## src/rtl/bp_fe_fetch_queue.sv

```systemverilog
// bp_fe_fetch_queue: epoch-tagged circular fetch queue between pc_gen/I-cache
// and the backend FE queue. Holds fetch after an accepted exception entry
// until the next flush. Optional zero-latency empty-queue bypass is compiled
// in with BP_FE_FETCH_QUEUE_BYPASS_EN.
module bp_fe_fetch_queue #(
  parameter int vaddr_width_p = 39,
  parameter int instr_width_p = 32,
  parameter int els_p         = 8,
  parameter int epoch_width_p = 2
) (
  input  logic                       clk_i,
  input  logic                       reset_n_i,
  input  logic                       enq_v_i,
  output logic                       enq_ready_o,
  input  logic [vaddr_width_p-1:0]   enq_pc_i,
  input  logic [instr_width_p-1:0]   enq_instr_i,
  input  logic                       enq_exc_i,
  input  logic [epoch_width_p-1:0]   enq_epoch_i,
  input  logic                       flush_i,
  output logic [epoch_width_p-1:0]   epoch_o,
  output logic                       deq_v_o,
  input  logic                       deq_ready_i,
  output logic [vaddr_width_p-1:0]   deq_pc_o,
  output logic [instr_width_p-1:0]   deq_instr_o,
  output logic                       deq_exc_o,
  output logic [$clog2(els_p):0]     count_o,
  output logic [7:0]                 drop_count_o
);

  localparam int ptr_w   = $clog2(els_p);
  localparam int cnt_w   = ptr_w + 1;
  localparam int entry_w = vaddr_width_p + instr_width_p + 1;

  localparam logic [0:0] ST_RUN  = 1'b0;
  localparam logic [0:0] ST_HOLD = 1'b1;

  logic [entry_w-1:0]       r_mem [els_p];
  logic [ptr_w-1:0]         r_wptr, r_rptr;
  logic [cnt_w-1:0]         r_count;
  logic [epoch_width_p-1:0] r_epoch;
  logic [0:0]               r_state;
  logic [7:0]               r_drop;

  logic                     w_enq_ready, w_cur_epoch, w_enq_fire;
  logic                     w_enq_acc, w_enq_drop, w_nonempty;
  logic                     w_byp, w_byp_fire, w_write, w_pop;
  logic [cnt_w-1:0]         w_count_nxt;
  logic [entry_w-1:0]       w_head, w_enq_entry;

  assign w_enq_ready = (r_state == ST_RUN) && (r_count < cnt_w'(els_p));
  assign w_cur_epoch = (enq_epoch_i == r_epoch);
  assign w_enq_fire  = enq_v_i && w_enq_ready && !flush_i;
  assign w_enq_acc   = w_enq_fire && w_cur_epoch;
  assign w_enq_drop  = w_enq_fire && !w_cur_epoch;
  assign w_nonempty  = (r_count != '0);

`ifdef BP_FE_FETCH_QUEUE_BYPASS_EN
  // Empty queue in RUN with no flush: present the incoming entry directly.
  assign w_byp = enq_v_i && !w_nonempty && (r_state == ST_RUN) && !flush_i && w_cur_epoch;
`else
  assign w_byp = 1'b0;
`endif

  assign w_byp_fire  = w_byp && deq_ready_i;
  assign w_write     = w_enq_acc && !w_byp_fire;
  assign w_pop       = w_nonempty && !flush_i && deq_ready_i;
  assign w_enq_entry = {enq_pc_i, enq_instr_i, enq_exc_i};
  assign w_head      = w_byp ? w_enq_entry : r_mem[r_rptr];

  assign enq_ready_o  = w_enq_ready;
  assign deq_v_o      = (w_nonempty && !flush_i) || w_byp;
  assign deq_pc_o     = w_head[entry_w-1 -: vaddr_width_p];
  assign deq_instr_o  = w_head[instr_width_p:1];
  assign deq_exc_o    = w_head[0];
  assign epoch_o      = r_epoch;
  assign count_o      = r_count;
  assign drop_count_o = r_drop;

  // Occupancy next value from independent write/pop events.
  always_comb begin
    w_count_nxt = r_count;
    if (w_write && !w_pop)
      w_count_nxt = r_count + cnt_w'(1);
    else if (!w_write && w_pop)
      w_count_nxt = r_count - cnt_w'(1);
  end

  // Entry storage; not reset.
  always_ff @(posedge clk_i) begin
    if (w_write)
      r_mem[r_wptr] <= w_enq_entry;
  end

  // Pointers, occupancy, epoch, hold state and drop counter.
  always_ff @(posedge clk_i or negedge reset_n_i) begin
    if (!reset_n_i) begin
      r_wptr  <= '0;
      r_rptr  <= '0;
      r_count <= '0;
      r_epoch <= '0;
      r_state <= ST_RUN;
      r_drop  <= '0;
    end else if (flush_i) begin
      r_rptr  <= r_wptr;
      r_count <= '0;
      r_epoch <= r_epoch + epoch_width_p'(1);
      r_state <= ST_RUN;
    end else begin
      if (w_write) r_wptr <= r_wptr + ptr_w'(1);
      if (w_pop)   r_rptr <= r_rptr + ptr_w'(1);
      r_count <= w_count_nxt;
      // Bypassed exception entries also hold fetch.
      if (w_enq_acc && enq_exc_i) r_state <= ST_HOLD;
      if (w_enq_drop && (r_drop != 8'hFF)) r_drop <= r_drop + 8'd1;
    end
  end

endmodule
```

## config.mk

```make
export PLATFORM = sky130hd
export DESIGN_NAME = bp_fe_fetch_queue
export DESIGN_NICKNAME = d
export VERILOG_FILES = /design/src/rtl/bp_fe_fetch_queue.sv
export SDC_FILE = /design/constraint.sdc
export NUM_CORES = 1
export LEC_CHECK = 0
export ABC_AREA = 1
export BUFFER_PORTS_ARGS = -buffer_cell sky130_fd_sc_hd__buf_2
export CAP_MARGIN = 20
export CORE_MARGIN = 2
export CORE_UTILIZATION = 60
export CTS_CLUSTER_SIZE = 8
export DETAILED_ROUTE_END_ITERATION = 10
export GPL_ROUTABILITY_DRIVEN = 0
export PLACE_DENSITY = 0.81
export REMOVE_ABC_BUFFERS = 1
export SYNTH_ARGS = -nofsm -noshare
export SYNTH_HDL_FRONTEND = slang
export SYNTH_SLANG_ARGS = --single-unit
```

## constraint.sdc

```tcl
create_clock -name clk_i -period 16.85 [get_ports clk_i]
set_input_delay 2.5275 -clock clk_i [delete_from_list [all_inputs] [get_ports clk_i]]
set_output_delay 2.5275 -clock clk_i [all_outputs]
set_load 0.01 [all_outputs]
```

; ---- After elaboration in Yosys (flattened, before gate mapping)
; Memories as Yosys holds them, arrays and structs flattened.
; Index checks and enable logic that the tools add are counted.
[totals]
regBits = 21
ramBits = 576
out_inout_bits = 88
word_cells = 48
mem_count = 1
[op_classes]
n_addsub = 6
magnitude_cmp = 1
eq_ne = 2
muxes = 9
bitwise = 2
n_reduce_logical = 21
[memory_table]
columns = name, words, word_bits, read_ports, rd_ports_with_merged_regs, write_ports, line
row1 = r_mem, 8, 72, 1, 0, 1, 37  ; logic [entry_w-1:0] r_mem [els_p];
[op_table]
columns = operator, count
row1 = two-way mux 4 bit, 3
row2 = logical AND 1 bit, 11
row3 = adder 8 x 1 -> 8 bit (second input constant), 1
row4 = inequality test 8 bit (second input constant), 1
row5 = adder 3 x 1 -> 3 bit (second input constant), 2
row6 = two-way mux 3 bit, 2
row7 = adder 4 x 1 -> 4 bit (second input constant), 1
row8 = logical NOT 1 bit, 4
row9 = less-than comparator 4 bit (second input constant), 1
row10 = two-way mux 1 bit, 4
row11 = AND reduction 2 bit, 2
row12 = nonzero test 2 bit, 2
row13 = nonzero test 4 bit, 1
row14 = subtractor 4 x 1 -> 4 bit (second input constant), 1
row15 = nonzero test 3 bit, 1
row16 = adder 2 x 1 -> 2 bit (second input constant), 1
row17 = equality test 2 bit, 1
row18 = NOT 1 bit, 2

; ---- Longest topological paths before layout
; Gate-level depths: netlist of run 1.
[logic_depth]
depth_word = 10
depth_mapped = 15
mapped_depth_nobuf = 15

; ---- Least setup slack after synthesis of run 1
; OpenSTA, ideal clock, no wires.
[synth_timing]
path_type = input-to-reg
start = input port flush_i
end = memory r_mem[4][0] (netlist name), enable pin
setup_time_ns = 0.591
arrival_ns = 8.140
t_required_ns = 16.259
slack_ns = 8.119
cell_stages = 7
path_cell_list = buf_6 > clkinv_4 > nand2_4 > nor2_4 > nand3_4 > or2_4 > nor3_1
[synth_via]
elab_chain_len = 5
[synth_rtl]
columns = element, line
row1 = from (decl), 19  ; input logic flush_i,
row2 = logical NOT 1 bit, 52  ; assign w_enq_fire = enq_v_i && w_enq_ready && !flush_i;
row3 = logical AND 1 bit, 52
row4 = logical AND 1 bit, 53  ; assign w_enq_acc = w_enq_fire && w_cur_epoch;
row5 = two-way mux 1 bit, 90  ; if (w_write)
row6 = two-way mux 1 bit (not written as such), 91  ; r_mem[r_wptr] <= w_enq_entry;
row7 = to (decl), 37
; Every way passes these cells.

; ---- Worst setup path in the final report of run 1
[layout_timing]
start = register r_rptr[0]
end = output port deq_pc_o[22]
[layout_via]
elab_chain_len = 1
[layout_rtl]
columns = element, line
row1 = from (decl), 38  ; logic [ptr_w-1:0] r_wptr, r_rptr;
row2 = from (signal assigned), 104  ; r_rptr <= r_wptr;
row3 = from (signal assigned), 110  ; if (w_pop) r_rptr <= r_rptr + ptr_w'(1);
row4 = memory read (8 x 72 bit), -
row5 = to (decl), 23  ; output logic [vaddr_width_p-1:0] deq_pc_o,
; Every way passes these cells.

==> results.md, run 1 <==
- Status: complete, no violations
- Worst-skew pair later-pin latency: 0.57 ns
- Clock network fraction of design power: 33.0%
- Register bit count reported by yosys: a little under 600
- Site Rows: 72
- Chip width: ~200 µm
- Clk root buf: clkbuf_16
- Synth Cell Area: ~24,000 µm²
- Peak supply drop: approximately 0.14 mV
- Cells after DPL: 2,459
- GRT Total Usage: a little over a quarter
- Worst Path Arrival: between 4 and 5 ns
- I/O pin total: 167
- Synth Instances: roughly 1,900
- Synth Area in XOR/XNOR: less than 1%
- Setup TNS: 0 ns
- CP most frequent cell: buf_4
- Top cells by area, synth: edfxtp_1, nor2_1, o21ai_0, nand2_1, dfrtp_1
- Final slew viol count: 0
- Total Nets Final: 2,113
- DRC violations left: 0
- Top cells by count, synth: edfxtp_1, nor2_1, nand2_1
- Synth Area in Simple Gates: around 11%
- Largest net degree at the start of global routing: ~170
- First-pass GRT wire length: approximately 83 mm
- Crit-path max cell delay: around 0.84 ns
- Top-area cell type share of the netlist area: 73.2%
- Clock buffer depth: 3
- Main synth FF type: edfxtp_1
- Hold Vio Cnt, Final: 0
- Share of cells above drive strength 1: between 10% and 20%
- Post-synth ARST share: roughly 3.5%
- Slowest library cell on the worst path: dfrtp_4
- Post-route minimum period: about 6.6 ns
- Clk slew on worst S/H paths: around 0.050 ns
- WHS Endpoint: epoch_o[0]
- Buffers on Ports: 166
- Count of flip-flops with a built-in enable after synthesis: about 580
- CTS tree: built
- Internal: 0.00301 W
- CP Data Required Time: around 14 ns
- Sink Count: 597
- Final cell count without fillers: approximately 2,600
- Reg-to-Reg End: r_mem[1][36]
- Setup violators final: 0
- Yosys cell types: 29
- DRT Wirelength: 53.9 mm
- Hpwl dp: between 20 and 30 mm
- Power share of the combinational group: 27.8%
- Sequential share of power: 39.2%
- Cell taking the most area after synthesis: edfxtp_1
- Hold WS: 0.541 ns
- RSZ-0062 raised after global routing: no
- Number of gates resized after CTS: 0
- CP Capture Type: output port
- Post-Route Skew: about 0.010 ns
- Worst slew pin tran: approximately 1.1 ns
- Synth Area in Compound Gates: under 10%
- Lkg Pwr: 9.64 nW
- CP Launch Type: flip-flop
- Die footprint: roughly 41,000 µm²
- Drt wl/cell: around 21 µm
- Main combinational cell family by area after synthesis: simple AND/OR/NAND/NOR gates
- Crit path max fanout: between 70 and 80
- Via count: about 15,000
- Hold Buf Count CTS: 0
- CP cell instances: buf_4 > buf_4 > o21ai_0 > o21ai_1 > a21oi_1 > a31oi_1 > buf_2
- Max-Cap Viols: 0
- Initial antenna violation count: 8
- Tcrit/Tclk final: about two fifths
- Vias in the first global route: 15,400
- Max Clk Rate: approximately 150 MHz
- Slew margin rel.: between 20% and 30%
- Post-CTS Setup Bufs: 0
- Total CTS buffers: 84
- Initial drt markers: roughly 1,700
- Worst hold path cell count: 1
- Syn Area/Cell: 12.7 µm²
- Switch share: 33.1%
- Number of warnings issued by yosys: 0
- Reg2reg setup slack: 13.32 ns
- Most frequent cell after synthesis: edfxtp_1
- Seq/Total Area, Yosys: roughly three quarters
- PwrDens: 167 nW/µm²
- Mux share of post-synthesis cell area: 0%
- Vias per inst: about 6.0
- Net Switching: about 0.0015 W
- H-tree depth: 3
- R2R Path Start: count_o[3]
- Initial DRT Pass Iterations: 6
- HP Class: reg2reg
- Critical path type: reg2out
- DIE HEIGHT: approximately 200 µm
- Adder-cell share of the synthesized area: 0.349%
- HP Start: epoch_o[0]
- Final ANT Viol Nets: 0
- Total core area: between 30,000 and 40,000 µm²
- Final global-route overflow total: 0
- Initial Util: 61.0%
- R2R depth: 9
- Area Overhead vs Synth: 14.3%
[per-layer routing]
metal / global-route usage [%] / vias up / routed length [µm]
li1: - / 6966 / -
met1: 34.6 / 7419 / 21100
met2: 43.4 / 804 / 26500
met3: 5.91 / 108 / 5130
met4: 9.70 / 12 / 1170
met5: 0 / - / 70
[metrics by stage]
step | cell area [µm²] | total power, W | util [%] | setup slack (ns)
after CTS | 27000 | 0.00451 | 69.7 | 10.28
after floorplan | 23000 | 0.00257 | - | 5.35
final | 27000 | 0.00450 | 69.8 | 10.30
after detailed placement | 24700 | 0.00302 | 63.8 | 10.94
after global placement | 24700 | 0.00297 | 63.8 | 11.02
after global routing | 27000 | 0.00472 | 69.8 | 10.07
[flip-flops by register name (all words and copies together), names as in the netlist]
name / flops
r_mem: 576
epoch_o: 2
r_wptr: 3
drop_count_o: 8
r_state: 1
r_rptr: 3
count_o: 4
[kinds of logic after synthesis]
kind of cell	after synthesis
adders and majority gates	6
buffers and inverters	135
and+or+nand+nor	668
DFF	597
xor gates and xnor gates	11
AOI/OAI and AO/OA	447
[critical path: cells and delay by family (launching register included)]
kind	cells	cell delay (ns)
buffers and inverters	3	1.65
AO/OA/AOI/OAI	4	0.92
flip-flops	1	0.84
[how the worst max path moves through the flow]
stage / startpoint / end / slack (ns) / cells after the start
6_report: r_rptr[0] / deq_pc_o[22] / 10.30 / 7
4_1_cts: r_rptr[0] / deq_instr_o[14] / 10.28 / 7
2_1_floorplan: r_rptr[0] / deq_pc_o[37] / 5.35 / 3
3_5_place_dp: r_rptr[0] / deq_instr_o[14] / 10.94 / 7
3_3_place_gp: r_rptr[0] / deq_instr_o[9] / 11.02 / 7
5_1_grt: r_rptr[0] / deq_pc_o[22] / 10.07 / 7
[power by group through the flow]
stage / logic, W / clock network [W] / registers, W
finish: 0.00125 / 0.00149 / 0.00176
global route: 0.00138 / 0.00156 / 0.00177
CTS: 0.00125 / 0.00150 / 0.00176
detailed placement: 0.00123 / 0 / 0.00179
global placement: 0.00119 / 0 / 0.00179
floorplan: 0.000730 / 0 / 0.00184
[placed cells by master (no fill, tap or decap), types with 2 or more instances in the layout]
cell type,instances
dfrtp_4,2
ha_1,5
nor2_1,368
buf_2,166
nand2_1,277
a21oi_1,74
xor2_1,7
clkinv_2,2
buf_4,21
diode_2,2
o21ai_0,260
xnor2_1,4
dfrtp_1,18
nand3_1,8
a31oi_1,73
o21ai_1,40
inv_1,20
clkbuf_16,89
clkbuf_1,16
nor3_2,9
edfxtp_1,576
[final cells by class]
type	instances	area (µm²)
diodes	2	5.00
clock buffers	105	2290
clock inverters	1	5.00
fillers	2481	11700
inverters	25	110
multi-input cells	1132	5120
flip-flops and latches	597	17800
well taps	518	648
repair buffers	188	1020
No activity file was read; power rests on OpenSTA's default activity.
==> inputs of run 2 (changes only) <==
--- a/config.mk
+++ b/config.mk
@@ -5,15 +5,15 @@
 export SDC_FILE = /design/constraint.sdc
 export NUM_CORES = 1
 export LEC_CHECK = 0
-export ABC_AREA = 1
+export ABC_AREA = 0
 export BUFFER_PORTS_ARGS = -buffer_cell sky130_fd_sc_hd__buf_2
 export CAP_MARGIN = 20
 export CORE_MARGIN = 2
-export CORE_UTILIZATION = 60
+export CORE_UTILIZATION = 54
 export CTS_CLUSTER_SIZE = 8
 export DETAILED_ROUTE_END_ITERATION = 10
 export GPL_ROUTABILITY_DRIVEN = 0
-export PLACE_DENSITY = 0.81
+export PLACE_DENSITY = 0.78
 export REMOVE_ABC_BUFFERS = 1
 export SYNTH_ARGS = -nofsm -noshare
 export SYNTH_HDL_FRONTEND = slang
==> constraint.sdc (replaced) <==
create_clock -name clk_i -period 5.5 [get_ports clk_i]
set_input_delay 0.825 -clock clk_i [delete_from_list [all_inputs] [get_ports clk_i]]
set_output_delay 0.825 -clock clk_i [all_outputs]
set_load 0.01 [all_outputs]
==> run 2 against run 1 <==
  * Cell count is 32% lower
  * Synthesized cell count shrank 49%
  * Global-route usage shrank 5.2 points
  * Power rose to 3.0 times the previous value
  * Sequential cell count is the same
  * Clock skew up 0.013 ns
  * Hold slack lost 0.34 ns
  * Critical endpoint is now deq_instr_o[10]
  * Highest routed layer unchanged
==> results.md, run 2 <==
- Worst slew pin tran: 1.11 ns (+0.00513 ns)
- Main combinational cell family by area after synthesis: multiplexers
- Status: complete, no violations
- Vias in the first global route: 11,100 (-28%)
- PwrDens: 501 nW/µm² (+200%)
- Number of warnings issued by yosys: 0 (unchanged)
- DIE HEIGHT: 209 µm (+3.4%)
- Yosys cell types: 40 (+38%)
- I/O pin total: 167 (unchanged)
- Synth Area in Compound Gates: 0.440% (-9.4 points)
- R2R depth: 5 (-4)
- Max-Cap Viols: 0 (unchanged)
- Net Switching: 0.00361 W (+140%)
- Internal: 0.00972 W (+220%)
- Site Rows: 75 (+4.2%)
- Largest register FFs: 576 (unchanged)
- Vias per inst: 6.02 (+0.92%)
- Slowest library cell on the worst path: dfrtp_4
- CP cell instances: buf_4 > mux4_2 > mux2_2 > buf_2
- Total CTS buffers: 84 (unchanged)
- CP Launch Type: flip-flop
- Cell taking the most area after synthesis: edfxtp_1
- Sequential share of power: 41.8% (+2.6 points)
- Synth Instances: 952 (-49%)
- CP Capture Type: output port
- HP Class: in2async
- Count of flip-flops with a built-in enable after synthesis: 576 (unchanged)
- Commonest non-fill, non-tap cell in the layout: edfxtp_1
- CP top delay family: flip-flops
- CP Data Required Time: 4.68 ns (-9.64 ns)
- Post-synth ARST share: 3.52% (unchanged)
- Clock network fraction of design power: 34.0% (+1.0 points)
- Clk slew on worst S/H paths: 0.05 ns (about the same)
- H-tree depth: 3 (unchanged)
- Most frequent cell after synthesis: edfxtp_1
- Hold Buf Count CTS: 0 (unchanged)
- Hpwl dp: 22.5 mm (-13%)
- Most frequent cells in the layout: edfxtp_1, buf_2, mux4_2
- Seq/Total Area, Yosys: 78.3% (+2.9 points)
- Syn Area/Cell: 23.9 µm² (+89%)
- DRT Wirelength: 45.5 mm (-16%)
- WP buf/inv: 2 (-1)
- Largest net degree at the start of global routing: 73 (-56%)
- Total Nets Final: 1,262 (-40%)
- Critical path type: reg2out
- Power Total: 0.0133 W (+200%)
- Area Overhead vs Synth: 16.9%
- Setup TNS: 0 ns (unchanged)
- Final slew viol count: 0 (unchanged)
- Main synth FF type: edfxtp_1
- Switch share: 27.1% (-6.0 points)
- Final ANT Viol Nets: 0 (unchanged)
- Peak supply drop: 0.296 mV (+110%)
- Post-route minimum period: approximately 3.9 ns
- Post-CTS Setup Bufs: 0 (unchanged)
- CTS tree: built
- Buffers on Ports: 166 (unchanged)
- Worst Path Arrival: 3.10 ns (-0.92 ns)
- Initial drt markers: 943 (-44%)
- Share of cells above drive strength 1: 42.4% (+28 points)
- First-pass GRT wire length: 68.3 mm (-17%)
- Critical path depth in cells: 4 (-3)
- Register bit count reported by yosys: 597 (unchanged)
- GRT Total Usage: 21.1% (-5.2 points)
- Initial DRT Pass Iterations: 7 (+1)
- Total core area: 41,800 µm² (+7.8%)
- Worst-skew pair later-pin latency: 0.58 ns (about the same)
- Synth Area in XOR/XNOR: 0.616% (+0.21 points)
- Hold Vio Cnt, Final: 0 (unchanged)
- Sink Count: 597 (unchanged)
- Top cells by area, synth: edfxtp_1, mux4_2, mux2_2, dfrtp_1, xor2_1
- Biggest register: r_mem
- Die footprint: 43,800 µm² (+6.8%)
- Top cells by count, synth: edfxtp_1, mux4_2, mux2_2
- Power share of the combinational group: 24.3% (-3.5 points)
- Clk root buf: clkbuf_16
- Max Clk Rate: roughly 250 MHz
- Initial antenna violation count: 10 (+2)
- Synth Area in Simple Gates: 1.32% (-9.6 points)
- Drt wl/cell: 26.1 µm (+24%)
- Crit-path max cell delay: 1.12 ns (+0.28 ns)
- Slew margin rel.: 26.3% (-0.34 points)
- Crit path max fanout: 70 (-4.1%)
- Via count: 10,500 (-32%)
- Initial Util: 54.5% (-6.5 points)
- Chip width: 209 µm (+3.4%)
- Tcrit/Tclk final: 71.4%
- RSZ-0062 raised after global routing: no
- Post-Route Skew: 0.0238 ns (+0.0134 ns)
- Mux share of post-synthesis cell area: 17.9% (+18 points)
- Adder-cell share of the synthesized area: 0.363% (+0.013 points)
- Synth Cell Area: 22,800 µm² (-3.7%)
- Final global-route overflow total: 0 (unchanged)
- Clock buffer depth: 3 (unchanged)
- Lkg Pwr: 8.71 nW (-9.6%)
- Number of gates resized after CTS: 0 (unchanged)
- Top-area cell type share of the netlist area: 76.0% (+2.8 points)
- Setup violators final: 0 (unchanged)
- DRC violations left: 0 (unchanged)
==> run 2: cell count changes in the layout (fill, tap and decap cells not counted), sizes merged, moves of 14 or more <==
| cell | change |
|---|---|
| nor2 | -363 |
| o21ai | -297 |
| a21oi | -72 |
| inv | -14 |
| mux2 | +73 |
| nand2 | -262 |
| a31oi | -73 |
| mux4 | +144 |
==> run 2: final cells by class <==
class                   count  area (µm²)
inverters                   6        23.8
clock buffers             104        2230
diodes                      2        5.00
well taps                 539         674
clock inverters             5        51.3
multi-input cells         304        4740
flip-flops and latches    597       17800
repair buffers            184        1050
fillers                  2576       15100
==> run 2: stage by stage <==
step | hold slack, ns | cells | utilization (%) | instance area [µm²] | setup WS, ns
5_1_grt | 0.231 | 1740 | 63.7 | 26600 | 1.49
2_1_floorplan | 0.521 | 907 | - | 22500 | -2.13
3_3_place_gp | 0.474 | 1630 | 58.3 | 24300 | 1.84
4_1_cts | 0.200 | 1739 | 63.7 | 26600 | 1.59
3_5_place_dp | 0.480 | 1630 | 58.3 | 24300 | 1.79
6_report | 0.200 | 1741 | 63.7 | 26600 | 1.58
==> run 2: final timing paths <==
path / from / to / slack, ns
worst max-delay path: r_rptr[1] / deq_instr_o[10] / 1.58
worst min-delay path: reset_n_i / drop_count_o[4] / 0.20
worst max register to register: count_o[3] / r_mem[7][15] / 2.32
worst min register to register: drop_count_o[7] / drop_count_o[7] / 0.49
max in group asynchronous: reset_n_i / r_rptr[2] / 4.93
min in group clk_i: drop_count_o[7] / drop_count_o[7] / 0.49
==> run 2: kinds of logic (layout without fill, tap and decap cells) <==
family / Yosys count / count (layout)
flops: 597 / 597
mux: 218 / 218
simple gates: 51 / 51
buf+inv: 51 / 299
xor+xnor: 16 / 16
compound gates: 13 / 13
fa+ha+maj: 6 / 6
other cells: 0 / 2
==> run 2: power groups by stage <==
stage,registers (W),logic [W],clock network (W)
global route,0.00559,0.00350,0.00478
CTS,0.00556,0.00331,0.00461
global placement,0.00564,0.00323,0
floorplan,0.00581,0.00233,0
detailed placement,0.00564,0.00325,0
finish,0.00556,0.00323,0.00453
==> run 2: metal layers <==
| metal | wire length (µm) | vias to the layer above | track usage, % | part of all wire, % |
|---|---|---|---|---|
| met2 | 22700 | 374 | 34.4 | 50 |
| met1 | 18400 | 5534 | 28.2 | 40 |
| li1 | - | 4470 | - | - |
| met4 | 880 | 16 | 6.21 | 1.9 |
| met3 | 3330 | 80 | 5.88 | 7.3 |
| met5 | 100 | - | 0 | 0.22 |
